### src/rtl/fetch_stage_if.sv
// -----------------------------------------------------------------------------
// fetch_stage_if
//   Instruction-bus handshake between the fetch stage (master) and the
//   instruction memory / cache (slave). There is at most one request in flight.
//
//   ireq_valid     master -> slave  request valid
//   ireq_addr      master -> slave  word-aligned request address (held stable
//                                   until iresp_data_ok)
//   iresp_data_ok  slave -> master  response for the outstanding request
//   iresp_data     slave -> master  instruction word, valid with iresp_data_ok
// -----------------------------------------------------------------------------
interface fetch_stage_if;
  logic        ireq_valid;
  logic [31:0] ireq_addr;
  logic        iresp_data_ok;
  logic [31:0] iresp_data;

  modport master (
    output ireq_valid,
    output ireq_addr,
    input  iresp_data_ok,
    input  iresp_data
  );

  modport slave (
    input  ireq_valid,
    input  ireq_addr,
    output iresp_data_ok,
    output iresp_data
  );
endinterface

### src/rtl/fetch_stage.sv
// -----------------------------------------------------------------------------
// fetch_stage
//   Instruction-fetch stage of the 5-stage MIPS pipeline. Owns the PC, issues
//   one instruction-bus request at a time, and applies stalls and branch/jump
//   redirects coming from later stages.
//
//   clk             pipeline clock, rising edge
//   reset           asynchronous active-high reset
//   ibus            instruction-bus handshake (master side)
//   stallF          hazard unit: hold fetch output, do not advance
//   redirect_valid  branch/jump taken; refetch from redirect_pc
//   redirect_pc     redirect target (low two bits ignored)
//   f_d_reg         {pc_plus_4, instruction}; 64'h0 is a bubble (NOP)
//   fetch_busy      request in flight and no data this cycle
// -----------------------------------------------------------------------------
module fetch_stage #(
  parameter logic [31:0] RESET_PC = 32'hbfc0_0000
) (
  input  logic                 clk,
  input  logic                 reset,
  fetch_stage_if.master        ibus,
  input  logic                 stallF,
  input  logic                 redirect_valid,
  input  logic [31:0]          redirect_pc,
  output logic [63:0]          f_d_reg,
  output logic                 fetch_busy
);

  typedef struct packed {
    logic [31:0] pc_plus_4;
    logic [31:0] instruction;
  } f_d_reg_t;

  typedef enum logic [1:0] {
    ST_REQ     = 2'd0,  // request issued, awaiting data
    ST_HOLD    = 2'd1,  // instruction buffered while decode is stalled
    ST_DISCARD = 2'd2   // waiting to drop a response made stale by a redirect
  } state_t;

  state_t      state_reg, state_next;
  logic [31:0] pc_reg, pc_next;
  logic [31:0] discard_pc_reg, discard_pc_next;
  logic [31:0] buf_data_reg, buf_data_next;

  logic [31:0] pc_plus_4;
  logic [31:0] redirect_target;
  logic        data_ok;

  logic        req_valid_c;
  logic [31:0] req_addr_c;
  f_d_reg_t    f_d_c;
  logic        busy_c;

  assign pc_plus_4       = pc_reg + 32'd4;   // wraps modulo 2^32
  assign redirect_target = redirect_pc & ~32'h3;
  assign data_ok         = ibus.iresp_data_ok;

  always_ff @(posedge clk or posedge reset) begin
    if (reset) begin
      state_reg      <= ST_REQ;
      pc_reg         <= RESET_PC;
      discard_pc_reg <= 32'h0;
      buf_data_reg   <= 32'h0;
    end else begin
      state_reg      <= state_next;
      pc_reg         <= pc_next;
      discard_pc_reg <= discard_pc_next;
      buf_data_reg   <= buf_data_next;
    end
  end

  always_comb begin
    state_next      = state_reg;
    pc_next         = pc_reg;
    discard_pc_next = discard_pc_reg;
    buf_data_next   = buf_data_reg;
    req_valid_c     = 1'b0;
    req_addr_c      = pc_reg;
    f_d_c           = '0;
    busy_c          = 1'b0;

    unique case (state_reg)
      ST_REQ: begin
        req_valid_c = 1'b1;
        busy_c      = !data_ok;
        if (redirect_valid) begin
          // Redirect beats everything: any arriving word is on the wrong path.
          pc_next = redirect_target;
          if (!data_ok) begin
            // The bus still owes us a response for pc; drop it when it comes.
            discard_pc_next = pc_reg;
            state_next      = ST_DISCARD;
          end
        end else if (data_ok && !stallF) begin
          f_d_c.pc_plus_4   = pc_plus_4;
          f_d_c.instruction = ibus.iresp_data;
          pc_next           = pc_plus_4;
        end else if (data_ok) begin
          buf_data_next = ibus.iresp_data;
          state_next    = ST_HOLD;
        end
      end

      ST_HOLD: begin
        f_d_c.pc_plus_4   = pc_plus_4;
        f_d_c.instruction = buf_data_reg;
        if (redirect_valid) begin
          pc_next    = redirect_target;
          state_next = ST_REQ;
        end else if (!stallF) begin
          // Decode captures the buffered word on this edge.
          pc_next    = pc_plus_4;
          state_next = ST_REQ;
        end
      end

      ST_DISCARD: begin
        // Keep the stale request on the bus so the slave sees a stable address.
        req_valid_c = 1'b1;
        req_addr_c  = discard_pc_reg;
        busy_c      = !data_ok;
        if (redirect_valid) begin
          pc_next = redirect_target;
        end
        if (data_ok) begin
          state_next = ST_REQ;
        end
      end

      default: begin
        state_next = ST_REQ;
      end
    endcase

    // Outputs are forced quiet while reset is held, independent of the clock.
    if (reset) begin
      req_valid_c = 1'b0;
      f_d_c       = '0;
      busy_c      = 1'b0;
    end
  end

  assign ibus.ireq_valid = req_valid_c;
  assign ibus.ireq_addr  = req_addr_c;
  assign f_d_reg         = f_d_c;
  assign fetch_busy      = busy_c;

endmodule
### src/flat_wrapper.sv
// flat-port wrapper written by rule: the top's interface ports become plain ports
module fetch_stage_flat 
#(
  parameter logic [31:0] RESET_PC = 32'hbfc0_0000
)
  (clk, reset, stallF, redirect_valid, redirect_pc, f_d_reg, fetch_busy, ibus_ireq_valid, ibus_ireq_addr, ibus_iresp_data_ok, ibus_iresp_data);
  fetch_stage_if ibus_i ();
  input  logic clk;
  input  logic reset;
  input  logic stallF;
  input  logic redirect_valid;
  input  logic [31:0] redirect_pc;
  output logic [63:0] f_d_reg;
  output logic fetch_busy;
  output wire logic [$bits(ibus_i.ireq_valid)-1:0] ibus_ireq_valid;
  output wire logic [$bits(ibus_i.ireq_addr)-1:0] ibus_ireq_addr;
  input wire logic [$bits(ibus_i.iresp_data_ok)-1:0] ibus_iresp_data_ok;
  input wire logic [$bits(ibus_i.iresp_data)-1:0] ibus_iresp_data;
  assign ibus_ireq_valid = ibus_i.ireq_valid;
  assign ibus_ireq_addr = ibus_i.ireq_addr;
  assign ibus_i.iresp_data_ok = ibus_iresp_data_ok;
  assign ibus_i.iresp_data = ibus_iresp_data;
  fetch_stage #(.RESET_PC(RESET_PC)) u_core (.clk(clk), .reset(reset), .ibus(ibus_i), .stallF(stallF), .redirect_valid(redirect_valid), .redirect_pc(redirect_pc), .f_d_reg(f_d_reg), .fetch_busy(fetch_busy));
endmodule
### config.mk
export PLATFORM = sky130hd
export DESIGN_NAME = fetch_stage_flat
export DESIGN_NICKNAME = d
export VERILOG_FILES = /design/src/rtl/fetch_stage_if.sv /design/src/rtl/fetch_stage.sv /design/src/flat_wrapper.sv
export SDC_FILE = /design/constraint.sdc
export NUM_CORES = 1
export LEC_CHECK = 0
export CORE_MARGIN = 2
export CORE_UTILIZATION = 25
export CTS_CLUSTER_DIAMETER = 60
export DETAILED_ROUTE_END_ITERATION = 7
export SLEW_MARGIN = 0
export SYNTH_ARGS = -nofsm -noshare
export SYNTH_HDL_FRONTEND = slang
export SYNTH_SLANG_ARGS = --single-unit
### constraint.sdc
create_clock -name clk -period 5.65 [get_ports clk]
set_clock_uncertainty 0.2 [all_clocks]
set_input_delay 0.565 -clock clk [delete_from_list [all_inputs] [get_ports clk]]
set_output_delay 0.565 -clock clk [all_outputs]
set_load 0.02 [all_outputs]
; ---- Word level (Yosys, flattened, before mapping)
; Index checks and enable logic that the tools add are counted.
[totals]
input_bits = 69
regBits = 98
out_inout_bits = 98
elab_cells = 50
[op_classes]
n_addsub = 1
n_eq_ne = 9
muxes = 23
n_bitwise = 3
reduce_logical = 10
[ops]
columns = cell, n
row1 = $mux 32, 6
row2 = $mux 64, 3
row3 = $pmux 64 s2, 1
row4 = $pmux 32 s3, 1
row5 = $add 32x3->32 const B, 1
row6 = $mux 2, 7
row7 = $ne 3x3->1 const B, 4
row8 = $reduce_and 4->1, 2
row9 = $pmux 2 s3, 1
row10 = $reduce_and 5->1, 1
row11 = $mux 1, 4
row12 = $ne 2x2->1 const B, 2
row13 = $ne 3x2->1 const B, 1
row14 = $not 1->1, 3
row15 = $reduce_and 3->1, 1
row16 = $reduce_bool 3->1, 1
row17 = $eq 2x1->1 const B, 1
row18 = $eq 2x2->1 const B, 1
row19 = $logic_not 1->1, 2
row20 = $logic_not 2->1, 1
row21 = $reduce_or 2->1, 1
row22 = $logic_and 1x1->1, 1

; ---- Logic depth before layout (Yosys ltp)
; Gate-level depths: netlist of run 1.
[logic_depth]
depth_word = 6
mapped_depth = 8
ltp_nobuf = 6

; ---- Least setup slack after synthesis of run 1
; Ideal clock, no wire load.
[synth_timing]
kind = register -> output
start = reg u_core.pc_reg[2]
end = out f_d_reg[58]
t_arrival_ns = 1.963
n_path_buf = 0
required_time_ns = 4.885
slack_ns = 2.922
stages_incl_launch_ff = 7
cell_sequence = dfrtp_1 ha_1 nand3_1 nor4_4 nand4_1 xor2_1 nor2_1
[synth_via]
elab_chain_cells = 5
[synth_rtl]
columns = element, line_no
row1 = "start, declared", fetch_stage.sv:41  ; logic [31:0] pc_reg, pc_next;
row2 = "start signal, assigned", fetch_stage.sv:66  ; pc_reg <= pc_next;
row3 = $add 32x3->32 (*), fetch_stage.sv:54  ; assign pc_plus_4 = pc_reg + 32'd4;
row4 = $mux 64, fetch_stage.sv:94  ; end else if (data_ok && !stallF) begin
row5 = $mux 64, fetch_stage.sv:86  ; if (redirect_valid) begin
row6 = $pmux 64 s2 (*), fetch_stage.sv:82  ; unique case (state_reg)
row7 = $mux 64 (*), fetch_stage.sv:136  ; if (reset) begin
row8 = "end, declared", flat_wrapper.sv:13  ; output logic [63:0] f_d_reg;
; Every way passes the cells marked *; elsewhere a longest branch is shown, timed or not.

; ---- Worst setup path in the final report of run 1
[layout_timing]
start = in redirect_valid
end = out f_d_reg[11]
[layout_via]
elab_chain_cells = 3
[layout_rtl]
columns = element, line_no
row1 = "start, declared", flat_wrapper.sv:11  ; input logic redirect_valid;
row2 = $mux 64, fetch_stage.sv:86
row3 = $pmux 64 s2, fetch_stage.sv:82
row4 = $mux 64, fetch_stage.sv:136
; No other way between the ends.

==> results of run 1 <==
[where the power goes]
part	internal (mW)	leakage (nW)	switching, mW
clock network	0.402	0.160	0.277
logic	0.403	1.64	0.333
registers	0.855	1.08	0.149
[final timing paths]
check	from	endpoint	slack (ns)	cells past startpoint
worst min-delay path	u_core.discard_pc_reg[6]	u_core.discard_pc_reg[6]	0.30	1
max in group asynchronous	reset	u_core.pc_reg[28]	3.61	3
worst max register to register	u_core.state_reg[0]	u_core.pc_reg[25]	2.58	4
worst max-delay path	redirect_valid	f_d_reg[11]	1.30	7
min in group asynchronous	reset	u_core.state_reg[0]	0.58	2
worst min register to register	u_core.discard_pc_reg[6]	u_core.discard_pc_reg[6]	0.30	1
[synth_stat cells (6+ instances only)]
master     instances  area [um2]
nand3_1           11        55.1
nand4_1            9        56.3
o21ai_0           14        70.1
dfstp_2            9         236
xnor2_1           10        87.6
xor2_1            18         158
clkbuf_1          35         131
and4_1             9        78.8
mux2_2            91        1020
nand2_1           35         131
a21oi_1           27         135
and3_1             8        50.1
buf_4              6        45.0
a22oi_1           35         263
buf_2             16        80.1
dfrtp_1           85        2130
nor2_1            81         304
a2bb2oi_1         14         123
o22ai_1           15        93.8
[routing by layer]
layer / global-route usage [%] / up-vias / wire [um]
met3: 2.09 / 12 / 629
li1: - / 2302 / -
met2: 22.5 / 112 / 7880
met5: 0 / - / 0
met1: 19.0 / 2348 / 7950
met4: 4.85 / 0 / 239
[cell type report]
type | instances | area share, %
Tap cell | 280 | 4.53
Clock inverter | 5 | 1.07
Clock buffer | 11 | 3.14
Timing Repair Buffer | 169 | 21.6
Sequential cell | 94 | 30.6
Multi-Input combinational cell | 420 | 38.9
Inverter | 3 | 0.178
[through the flow]
stage / cell area (um2) / utilization, %
global route: 7730 / 35.3
CTS: 7730 / 35.3
finish: 7730 / 35.3
detailed placement: 7400 / 33.8
global placement: 7400 / 33.8
floorplan: 5600 / -
[placed cells by master, fill, tap and decap left out, types with 4 or more instances in the layout]
| cell type | n |
|---|---|
| clkdlybuf4s50_1 | 160 |
| mux2_2 | 91 |
| dfrtp_1 | 85 |
| nor2_1 | 80 |
| nand2_1 | 35 |
| a22oi_1 | 35 |
| a21oi_1 | 27 |
| xor2_1 | 18 |
| o22ai_1 | 15 |
| o21ai_0 | 14 |
| a2bb2oi_1 | 13 |
| nand3_1 | 11 |
| xnor2_1 | 10 |
| nand4_1 | 9 |
| and4_1 | 9 |
| clkbuf_16 | 9 |
| buf_4 | 9 |
| dfstp_2 | 9 |
| and3_1 | 8 |
| nor3_1 | 4 |
| a31oi_1 | 4 |
| conb_1 | 4 |
[cell families after synthesis]
family / Yosys count
AND/OR/NAND/NOR: 176
other: 1
flip-flops: 94
AO/OA/AOI/OAI: 119
XOR/XNOR: 28
adder cells (fa/ha/maj): 1
multiplexers: 92
buffers and inverters: 64
==> results by stage, run 1 <==
Outcome:
- The run finished with clean final reports.

Yosys:
- After synthesis the cells add up to 5590 um2.
- The flip-flop cell with the highest count after synthesis is dfrtp_1.
- Sequential elements use 42.3% of the synthesized area.
- Averaged over all synthesized cells, the footprint is between 9 and 10 um2.
- After synthesis, the share of flip-flops with an asynchronous set or reset is 100%.
- The synthesized netlist devotes roughly 4.4% of its cell area to XOR and XNOR gates.
- The combinational family with the most area after synthesis is multiplexers.
- The area fraction in and, or, nand and nor cells after synthesis is 15.2%.
- The share of synthesized area spent on multiplexers is 18.5%.
- The number of synthesized register bits is 94.
- The arithmetic-cell share of the synthesized area counting full adders, half adders and majority gates is 0.224%.
- In this run, synthesis inferred 0 flip-flops with an integrated enable.
- The total number of yosys warnings is 0.
- The area fraction in compound gates after synthesis is between 10% and 20%.
- The number of distinct library cells after synthesis is 47.
- In the synthesized netlist, the number of instances is 575.

Floorplan:
- The boundary pin count is ~170.
- The die is 154 um wide.
- Row generation in the floorplan step produced between 50 and 60 rows.
- The overall die area is 23,600 um2.
- Once the floorplan was initialized, standard cells occupied 25.5% of the core.
- The floorplan step set the die height to ~150 um.
- The core area is 21,900 um2.

Setup path:
- Grouping stages by cell kind, the critical path spends the most delay in buffers and inverters.
- The data arrival time of the critical path is 3.58 ns.
- The endpoint type of the worst setup path is an output pin.
- STA classifies the critical path startpoint as a primary input.
- The worst setup path category is in -> out.
- The largest individual stage delay along the critical path comes from the cell nor4bb_4.
- Together, buffers and inverters on the worst path number 3.
- In this design, the stage delay of the slowest critical-path cell is around 0.84 ns.
- The top fanout value on the critical path is 22.
- Data on the critical path is required at its endpoint by between 4 and 5 ns.
- Walking the worst path, the cells encountered are clkdlybuf4s50_1, nor2_1, nor4bb_4, buf_4, a22oi_1, nor2_1, clkdlybuf4s50_1.

Clock network:
- The tree built by TritonCTS fans out to 94 sinks.
- The cell sitting at the root of the clock tree is a clkbuf_16.
- The total clock buffers created by CTS is 9.
- The maximum number of buffers from clock root to sink is 2.
- Once the clock tree was built, the resizer swapped 0 gates to a different size.
- The total number of H-tree levels is 3.
- The number of hold buffers added after cts is 0.
- After clock tree synthesis, the clock-pin slew on the worst setup and hold paths is roughly 0.070 ns.
- The later pin in the worst-skew pair is clocked with a latency of 0.35 ns.
- Once the clock tree was built, the setup fixing pass inserted 0 buffers.
- The clock tree from TritonCTS is yes.

STA:
- Subtracting the final worst setup slack from the clock period gives 4.35 ns.
- Of the available clock period, the critical path in the final layout requires around three quarters.
- Setup repair after global routing left no endpoint under its margin.
- The total count of max-transition violations in the final report is 0.
- The max-slew headroom at the worst pin is between 20% and 30%.
- The sum of negative setup slack is 0 ns.
- The worst-case hold slack is approximately 0.30 ns.
- The number of setup violations in the final report is 0.
- The maximum frequency from static timing analysis is 0.230 GHz.
- The final hold violation count is 0.
- At the pin with the least slew margin, the transition time is 1.12 ns.
- The final critical-path setup slack is 1.30 ns.

Detailed routing:
- The initial detailed-routing violation count is 213.
- The total iterations of the first detailed-routing run is 4.
- In this run the remaining antenna-violating nets after routing total 0.
- The overall via count from detail_route is 4,774.
- The remaining routing DRC violations is 0.
- After detailed routing, the number of vias per cell comes to 4.86.
- In the final routed layout, each cell accounts on average for 17.0 um.
- The total detailed-routing wirelength is approximately 17,000 um.

GRT:
- The initial antenna violation count is 0.
- The remaining global-route overflow is 0.
- Entering global routing, the biggest net connects 56 pins.
- The overall track demand over capacity in global routing is between 10% and 20%.
- The number of global-route vias before repair is 4,600.
- The first global-routing pass estimated 26,000 um of wire.

Worst hold path:
- The worst min-delay path category is reg -> reg.

Cells and area:
- The register area is 2360 um2.
- The layout net count is 767.
- In the final layout, the multi-input gates occupy 3010 um2.
- The final non-filler cell total is 982.
- The area added between synthesis and finish is 38.2%.
- The number of flip-flops under the largest register name is 32.
- After filler insertion, the fill cell instance count of the layout stands at 2,255.
- The share of post-route cells with drive strength above 1 is 19.8%.
- The total inserted antenna cells is 0.

Place:
- The pre-CTS setup slack is 1.33 ns.
- The total instance count after detailed placement is 966.
- The global placement routability congestion is 0.763.
- During placement, the flow inserted port buffers numbering between 150 and 200.
- After legalization and detailed placement, the total HPWL measured 11,100 um.

Power and ir drop:
- For this design the static power due to leakage is 2.89 nW.
- The power per cell area is around 310 nW/um2.
- IR analysis of the VDD net gives a maximum drop of 128 uV.
- Power comes to 2.42 mW.

Flow run:
- The max capacitance violation total is 0.
Note: power is estimated with default switching activity, not from simulation.
==> run 2, diff against run 1 <==
Clock period 5.65 ns to 3.9 ns, I/O delays scaled along.
==> results by stage, run 2 (synthesized netlist as in run 1, its figures left out) <==
Outcome:
- The run finished with clean final reports.

STA:
- The sum of negative setup slack is 0 ns.
- Setup repair after global routing left no endpoint under its margin.
- For the pin with the worst max-slew slack, the measured transition is 0.936 ns.
- Measured against its own limit, the worst slew margin works out to 37.4%.
- The minimum clock period is 3.59 ns.
- The final hold violation count came to 0.
- The total count of max-transition violations in the final report is 0.
- The final cycle utilization of the critical path is 91.9%.
- After layout, the worst setup slack is around 0.31 ns.
- Timing would allow up to 0.279 GHz.
- The number of setup violations in the final report is 0.

Setup path:
- STA classifies the critical path startpoint as a flip-flop.
- In this design, the stage delay of the slowest critical-path cell is roughly 0.64 ns.
- In this run the worst path has a maximum fanout of 8.
- The worst path required time is 3.31 ns.
- STA classifies the critical path endpoint as an output pin.
- Among all stages on the critical path, the largest delay is contributed by clkdlybuf4s50_1.
- Data on the critical path arrives at its endpoint at 3.00 ns.
- The worst register-to-register path has a setup slack of ~1.3 ns.
- The kind of cell adding the most delay to the critical path is simple AND/OR/NAND/NOR gates.
- The worst setup path category is reg -> out.
- The combined buffer and inverter count along the critical path is 1.
- Walking the worst path, the cells encountered are ha_1, nand3_1, nor4_4, and4_1, xnor2_1, nor2_1, clkdlybuf4s50_1.

Cells and area:
- The repair_antennas step left the layout with diodes totalling 0.
- The layout net count is about 780.
- Registers take about 2400 um2.
- The area taken by multi-input logic gates is 3010 um2.
- The post-layout utilization of the core is a little over a third.
- Relative to the synthesized area, the layout overhead comes to 38.9%.
- In the final layout, the share of cells above drive strength 1 is 20.5%.
- The area of all placed cells without fillers is 7770 um2.
- Leaving out fill and tap cells, the most frequent cells in the layout are 160 x clkdlybuf4s50_1, 91 x mux2_2, 85 x dfrtp_1, 80 x nor2_1.
- The register with the most flip-flops in the layout has 32 of them.
- The most frequent standard cell in the layout excluding fill and tap cells is clkdlybuf4s50_1.
- The number of fillers in the final layout is 2,236.

Floorplan:
- The boundary pin count is 167.
- For this configuration, the core starts out at a cell density of 25.5%.
- The die covers 23,600 um2.
- The core area is 21,900 um2.
- In this run the core area contains 54 standard-cell rows.
- From bottom edge to top edge, the die measures 154 um.
- The die width is 154 um.

Detailed routing:
- The detailed router placed 4,788 vias in this run.
- The initial detailed-routing violation count is around 240.
- The wire length the detailed router placed on met1 is 7980 um.
- The routed wire length per instance is 17.0 um.
- The met2 routed wirelength is between 8000 and 9000 um.
- The highest metal layer with signal wires is met4.
- The remaining routing DRC violations is 0.
- The sum of met3 wire segment lengths after detailed routing is around 680 um.
- The count of nets left with antenna violations once routing finished came out at 0.
- The first detailed-routing pass took 4 iterations.
- After detailed routing, the total wire length is 16,900 um.
- The number of vias per cell is roughly 4.8.

Clock network:
- After clock tree synthesis, the flow added hold-fix buffers numbering 0.
- The clock reaches the later pin of the worst-skew pair after 0.35 ns.
- In this run the number of H-tree levels came out at 3.
- Counting every sink on the clock net gives 94.
- The cell sitting at the root of the clock tree is a clkbuf_16.
- TritonCTS built the clock tree.
- In this run the deepest clock path goes through 2 buffers.
- After clock tree synthesis, the setup repair step added 0 buffers.
- Clock-pin slew was measured on the worst setup and hold paths at ~0.060 ns.
- TritonCTS created 9 clock buffers.
- Post-CTS repair changed the size of 0 cells.

Place:
- At the end of routability-driven placement, the weighted congestion stood at 0.737.
- The detailed placer's ending HPWL is around 12,000 um.
- The pre-CTS setup slack is around 0.50 ns.
- The area of placed instances is 7480 um2.
- The count of port buffers added during placement is between 150 and 200.

Worst hold path:
- The worst min-delay path category is reg -> reg.

Power and ir drop:
- The proportion of total power due to net switching is 31.8%.
- Dividing total power by cell area gives a power density of around 440 nW/um2.
- The combinational fraction of design power is 32.0%.
- Per report_power, the sequential group accounts for between 40 and 50% of the total.
- For this design the total switching power over the nets is ~1.1 mW.
- For this design the static power due to leakage is 2.92 nW.
- The clock power share is between 20% and 30%.
- Internal power comes to between 2 and 2.5 mW.
- The worst voltage drop across the vdd grid is 200 uV.

GRT:
- The initial antenna violation count is 0.
- The number of global-route vias before repair is 4,770.
- For this run, the total global-route usage over all layers was measured as 14.1%.
- Entering global routing, the biggest net connects 51 pins.
- For this run the aggregate overflow at the end of global routing stands at 0.
- The first-pass GRT wire length is 26,400 um.

Flow run:
- The max capacitance violation total is 0.
run 2: cell count changes in the layout (fill, tap and decap cells not counted):
| cell | previous run | this run |
|---|---|---|
| clkbuf_1 | 1 | 3 |
| buf_12 | 0 | 1 |
| clkbuf_8 | 1 | 3 |
| clkinv_4 | 2 | 0 |
| buf_4 | 9 | 17 |
| bufinv_16 | 2 | 0 |
run 2: path summary, 6_finish.rpt:
path | start | end | cells past startpoint
setup / recovery | u_core.pc_reg[2] | f_d_reg[62] | 7
hold / removal | u_core.discard_pc_reg[29] | u_core.discard_pc_reg[29] | 1
setup reg to reg | u_core.state_reg[0] | u_core.pc_reg[7] | 6
hold reg to reg | u_core.discard_pc_reg[29] | u_core.discard_pc_reg[29] | 1
max in group asynchronous | reset | u_core.pc_reg[31] | 3
min in group asynchronous | reset | u_core.buf_data_reg[11] | 2
run 2: through the flow:
step / power (mW) / cells / hold slack, ns
floorplan: 2.14 / 578 / 0.275
global placement: 2.54 / 975 / 0.283
detailed placement: 2.56 / 975 / 0.290
CTS: 3.45 / 991 / 0.305
global route: 3.60 / 991 / 0.316
finish: 3.40 / 991 / 0.302
run 2: cell type report:
type,count,share of cell area [%]
clock buffer,15,3.58
inverter,3,0.177
sequential,94,30.4
tap,280,4.51
multi-input combinational,420,38.7
timing repair buffer,178,22.5
clock inverter,1,0.0644
run 2: power groups by stage:
stage	clock network [mW]	logic [mW]	registers, mW
6_report	0.860	1.09	1.45
5_1_grt	0.934	1.18	1.49
4_1_cts	0.895	1.10	1.45
3_5_place_dp	0	1.10	1.47
3_3_place_gp	0	1.09	1.45
2_1_floorplan	0	0.776	1.36
run 2: metal layers:
| metal | up-vias | track usage (%) |
|---|---|---|
| li1 | 2305 | - |
| met1 | 2356 | 19.0 |
| met2 | 118 | 23.3 |
| met3 | 9 | 2.45 |
| met4 | 0 | 3.54 |
| met5 | - | 0 |
==> run 3, diff against run 2 <==
Settings changed: ABC_CLOCK_PERIOD_IN_PS set to 3900.
==> results of run 3 <==
The final DEF is identical to that of run 2; final timing and power are the same.
==> variant 1 (flow settings as in run 2) <==
Re-encode `state_t` (3 states) as one-hot, 3 bits wide.
--- a/src/rtl/fetch_stage.sv
+++ b/src/rtl/fetch_stage.sv
@@ -33,6 +33,6 @@
 
-  typedef enum logic [1:0] {
-    ST_REQ     = 2'd0,  // request issued, awaiting data
-    ST_HOLD    = 2'd1,  // instruction buffered while decode is stalled
-    ST_DISCARD = 2'd2   // waiting to drop a response made stale by a redirect
+  typedef enum logic [2:0] {
+    ST_REQ     = 3'b001,  // request issued, awaiting data
+    ST_HOLD    = 3'b010,  // instruction buffered while decode is stalled
+    ST_DISCARD = 3'b100   // waiting to drop a response made stale by a redirect
   } state_t;
Check against the original RTL: same outputs for any inputs over 4 cycles, from zero or initial values and one cycle with reset high; so few cycles prove little.
==> variant 1 against run 2 <==
- routed wire length increased by 2.1%
- critical path depth did not move
- area after synthesis increased by 3.0%
- sequential cell count grew 1
- synthesized cell count increased by 2.3%
- worst hold slack lost 0.092 ns
- setup slack got worse by 0.15 ns
- via count grew 2.9%
- first-iteration DRC count rose by 12%
- largest cell class unchanged
- total power is 22% higher
- final area up 2.3%
==> variant 1: results (changes against run 2) <==
status: "finished clean"
dr.first_iter.drc_count: 264  # +12%
nFillCells: 2318  # +3.7%
clk_path_buf_depth: 2  # unchanged
ir_drop_mv: 0.192  # -4.0%
grt_max_degree: 79  # +55%
post-place-ws_ns: 0.523  # +0.0245 ns
yosys-top-cells-area: "dfrtp_1 37%, mux2_2 18%, nor2_1 5.7%"
via_count: 4929  # +2.9%
place_inst: 993  # +1.8%
ys_seq_area_share_pct: 41.5  # -0.77 points
arrival_ns: 3.15  # +0.15 ns
grt_pass1_vias: 4823  # +1.1%
r2r_cells: 7  # +1
gp_congestion: 0.758  # +2.8%
grt_pass1_wl_mm: 27.2  # +2.7%
numCtsBuffers: 9  # unchanged
met2_usage_pct: 23.1  # -0.27 points
wl_per_cell_um: 17.1  # +0.34%
p_leak_nw: 2.92  # about the same
synth_area_per_cell_um2: 9.79  # +0.70%
use_met1_pct: 19.7  # +0.69 points
fin_nets: 789  # +1.7%
tightest_slew_ns: 1.02  # +0.0803 ns
routed_wl_mm: 17.2  # +2.1%
synth_common_cells: "91 x mux2_2, 88 x nor2_1, 85 x dfrtp_1"
grt_use_total_pct: 14.3  # +0.21 points
switching_share_pct: 34.1  # +2.3 points
clk_latency_ns: 0.35  # about the same
hp-class: "primary input to asynchronous set/reset pin"
synthArstFlopShare_pct: 100  # unchanged
gr-usage-met3_pct: 2.44  # -0.0076 points
dpl.hpwl_mm: 11.8  # +1.6%
placedInstanceArea_mm2: 0.00763  # +1.9%
synth.distinct_cells: 51  # +8.5%
drive_above_1_share_pct: 20.3  # -0.20 points
[variant 1: cell types whose count changed in the layout (fill, tap and decap cells not counted), sizes merged, moves of 4 or more]
cell / before / now
a21oi: 27 / 23
a2bb2oi: 14 / 4
nor2: 83 / 88
o21ai: 14 / 22
o22a: 2 / 9
o22ai: 15 / 9
o2bb2a: 0 / 5
xnor2: 10 / 15
[variant 1: repair_timing]
action                     4_1_cts  5_1_grt
buffers inserted                 0        0
setup endpoints to repair        0        2
resized for setup                0        1
[variant 1: power by group through the flow]
stage	combinational (W)	clock [W]	sequential (W)
global placement	0.00144	0	0.00171
floorplan	0.00109	0	0.00155
CTS	0.00146	0.00101	0.00172
finish	0.00144	0.000972	0.00172
global route	0.00157	0.00104	0.00179
detailed placement	0.00145	0	0.00173
[variant 1: logic make-up (layout without fill, tap and decap cells)]
kind of cell	count (synthesis)	in the layout	synth area share (%)
AO/OA/AOI/OAI	129	129	15.2
XOR/XNOR	30	30	4.56
adder cells (fa/ha/maj)	1	1	0.217
buffers and inverters	62	194	4.89
flip-flops	95	95	41.5
multiplexers	92	92	18.0
other	1	4	0.0651
AND/OR/NAND/NOR	178	178	15.6
[variant 1: per-layer routing]
layer | part of all wire [%] | vias to the layer above
li1 | - | 2359
met1 | 48 | 2450
met2 | 47 | 105
met3 | 3.6 | 15
met4 | 1.4 | 0
met5 | 0 | -
[variant 1: area by class of cell]
type                       count  area, um2  area share, %
sequential                    95       2390           30.1
tap                          285        357           4.49
multi-input combinational    434       3140           39.5
inverter                       4       17.5          0.220
clock inverter                 3       67.6          0.850
timing repair buffer         175       1730           21.7
clock buffer                  12        246           3.10
[variant 1: worst max-delay path, delay by kind of cell (launching register included)]
kind,cells,cell delay [ns]
simple gates,4,1.24
buf+inv,1,0.64
flops,1,0.51
fa+ha+maj,1,0.31
xor+xnor,1,0.08
[variant 1: worst paths after layout]
kind / slack [ns] / start / to
hold reg to reg: 0.30 / u_core.discard_pc_reg[9]$_DFFE_PP0P_ / u_core.discard_pc_reg[9]$_DFFE_PP0P_
setup / recovery: 0.16 / u_core.pc_reg[2]$_DFFE_PP0P_ / f_d_reg[62]
hold / removal: 0.21 / reset / u_core.buf_data_reg[1]$_DFFE_PP0P_
max in group asynchronous: 2.53 / reset / u_core.state_reg[0]$_DFFE_PP1P_
min in group clk: 0.30 / u_core.discard_pc_reg[9]$_DFFE_PP0P_ / u_core.discard_pc_reg[9]$_DFFE_PP0P_
setup reg to reg: 1.13 / u_core.state_reg[2]$_DFFE_PP0P_ / u_core.pc_reg[8]$_DFFE_PP0P_
==> variant 2 (settings of run 2) <==
Made on the original files. `RESET_PC` is set to 32'hbfc0_0000 in 2 places; all go to 32'h80000000.
--- a/src/rtl/fetch_stage.sv
+++ b/src/rtl/fetch_stage.sv
@@ -16,3 +16,3 @@
 module fetch_stage #(
-  parameter logic [31:0] RESET_PC = 32'hbfc0_0000
+  parameter logic [31:0] RESET_PC = 32'h80000000
 ) (
--- a/src/flat_wrapper.sv
+++ b/src/flat_wrapper.sv
@@ -3,3 +3,3 @@
 #(
-  parameter logic [31:0] RESET_PC = 32'hbfc0_0000
+  parameter logic [31:0] RESET_PC = 32'h80000000
 )
Check against the original RTL: not equivalent (a bounded check fails within 4 cycles, from zero or initial values and one cycle with reset high).
==> variant 2 against run 2 <==
- sequential cell count is the same
- area after synthesis shrank 0.18%
- routed wire length shrank 4.4%
- final area shrank 0.27%
- count of clock-buffer cells in the layout shrank 6
- setup slack gained 0.051 ns
- total power shrank 0.64%
- worst hold slack gained 0.0027 ns
- non-clock buffer count shrank 2
- sequential share of layout area is essentially flat
==> variant 2: results (changes against run 2) <==
grt_use_total_pct: 13.7  # -0.35 points
clk_path_buf_depth: 2  # unchanged
dr.first_iter.drc_count: 190  # -19%
portBuffers: 160  # unchanged
synth.distinct_cells: 47  # unchanged
clk_pin_slew_ns: 0.07
ir_drop_mv: 0.221  # +11%
post-cts-setup-buffer-count: 0  # unchanged
cts_max_level: 3  # unchanged
diodes: 0  # unchanged
ys_seq_area_share_pct: 42.2  # -0.10 points
fin_nets: 774  # -0.26%
cts_root_buffer: "clkbuf_16"
status: "finished clean"
synth_common_cells: "93 x dfrtp_1, 91 x mux2_2, 81 x nor2_1"
largest_reg_flops: 32  # unchanged
synthAdderAreaFrac_pct: 0.224  # +0.00040 points
gp_congestion: 0.713  # -3.3%
cts_resized: 0  # unchanged
dpl.hpwl_mm: 11.0  # -4.9%
synth_compound_area_share_pct: 14.3  # +0.026 points
yosysWarnings: 0  # unchanged
synthMuxAreaShare_pct: 18.5  # +0.033 points
grt_max_degree: 56  # +9.8%
clk_latency_ns: 0.35  # about the same
tightest_slew_ns: 0.995  # +0.0581 ns
first_pass_iters: 4  # unchanged
crit_fanout: 9  # +1
grt_pass1_wl_mm: 25.9  # -2.1%
p_leak_nw: 2.91  # -0.16%
yosys-top-cells-area: "dfrtp_1 42%, mux2_2 18%, nor2_1 5.4%"
arrival_ns: 2.94  # -0.06 ns
p_switching_w: 0.00112  # +3.4%
fin_setup_tns_ns: 0  # unchanged
drive_above_1_share_pct: 19.6  # -0.93 points
synth-xor-area-share_pct: 4.39  # +0.0079 points
hp-class: "flop to flop"
antenna_found_initial: 0  # unchanged
synthArstFlopShare_pct: 100  # unchanged
numCtsBuffers: 9  # unchanged
via_count: 4735  # -1.1%
wl_per_cell_um: 16.3  # -4.2%
[variant 2: per-stage QoR]
step / instances / instance area, um2 / worst slack, ns / power [W] / hold slack (ns)
finish: 989 / 7740 / 0.365 / 0.00338 / 0.305
detailed placement: 973 / 7460 / 0.599 / 0.00254 / 0.290
global route: 989 / 7740 / 0.205 / 0.00360 / 0.316
global placement: 973 / 7460 / 0.634 / 0.00252 / 0.283
CTS: 989 / 7740 / 0.314 / 0.00343 / 0.307
floorplan: 578 / 5590 / 0.863 / 0.00212 / 0.275
[variant 2: final cells by class]
class                      count  area (um2)
inverter                       3        13.8
tap                          280         350
fill                        2235       14100
sequential                    94        2350
clock inverter                 7        61.3
timing repair buffer         176        1730
clock buffer                   9         225
multi-input combinational    420        3010
[variant 2: kinds of logic (layout without fill, tap and decap cells)]
kind of cell	after synthesis	count (layout)
AOI/OAI and AO/OA	119	119
xor gates and xnor gates	28	28
adders and majority gates	1	1
buffers and inverters	64	195
DFF	94	94
muxes	92	92
other	1	4
and+or+nand+nor	176	176
[variant 2: critical path: stages (launching register included)]
cell	delay (ns)
dfrtp_1	0.50
ha_1	0.28
nand3_1	0.22
nor4_4	0.31
buf_4	0.21
nand4_1	0.18
xor2_1	0.19
nor2_1	0.09
clkdlybuf4s50_1	0.60
[variant 2: power by group through the flow]
stage               sequential (W)  combinational [W]  clock, W
floorplan                  0.00135           0.000775         0
global placement           0.00144            0.00108         0
detailed placement         0.00146            0.00109         0
CTS                        0.00144            0.00109  0.000900
global route               0.00148            0.00117  0.000949
finish                     0.00144            0.00108  0.000862
[variant 2: path summary, 6_finish.rpt]
path,startpoint,to,slack [ns],cells after the start
hold / removal,u_core.discard_pc_reg[10]$_DFFE_PP0P_,u_core.discard_pc_reg[10]$_DFFE_PP0P_,0.31,1
setup reg to reg,u_core.state_reg[0]$_DFFE_PP0P_,u_core.pc_reg[18]$_DFFE_PP0P_,1.27,6
min in group asynchronous,reset,u_core.buf_data_reg[0]$_DFFE_PP0P_,0.42,2
hold reg to reg,u_core.discard_pc_reg[10]$_DFFE_PP0P_,u_core.discard_pc_reg[10]$_DFFE_PP0P_,0.31,1
setup / recovery,u_core.pc_reg[2]$_DFFE_PP0P_,f_d_reg[58],0.37,8
max in group asynchronous,reset,u_core.pc_reg[31]$_DFFE_PP1P_,2.34,3
[variant 2: layer usage]
layer,wire (um),global-route usage (%)
met2,7430,22.4
met1,7800,18.8
met5,0,0
met3,760,2.86
met4,133,2.75
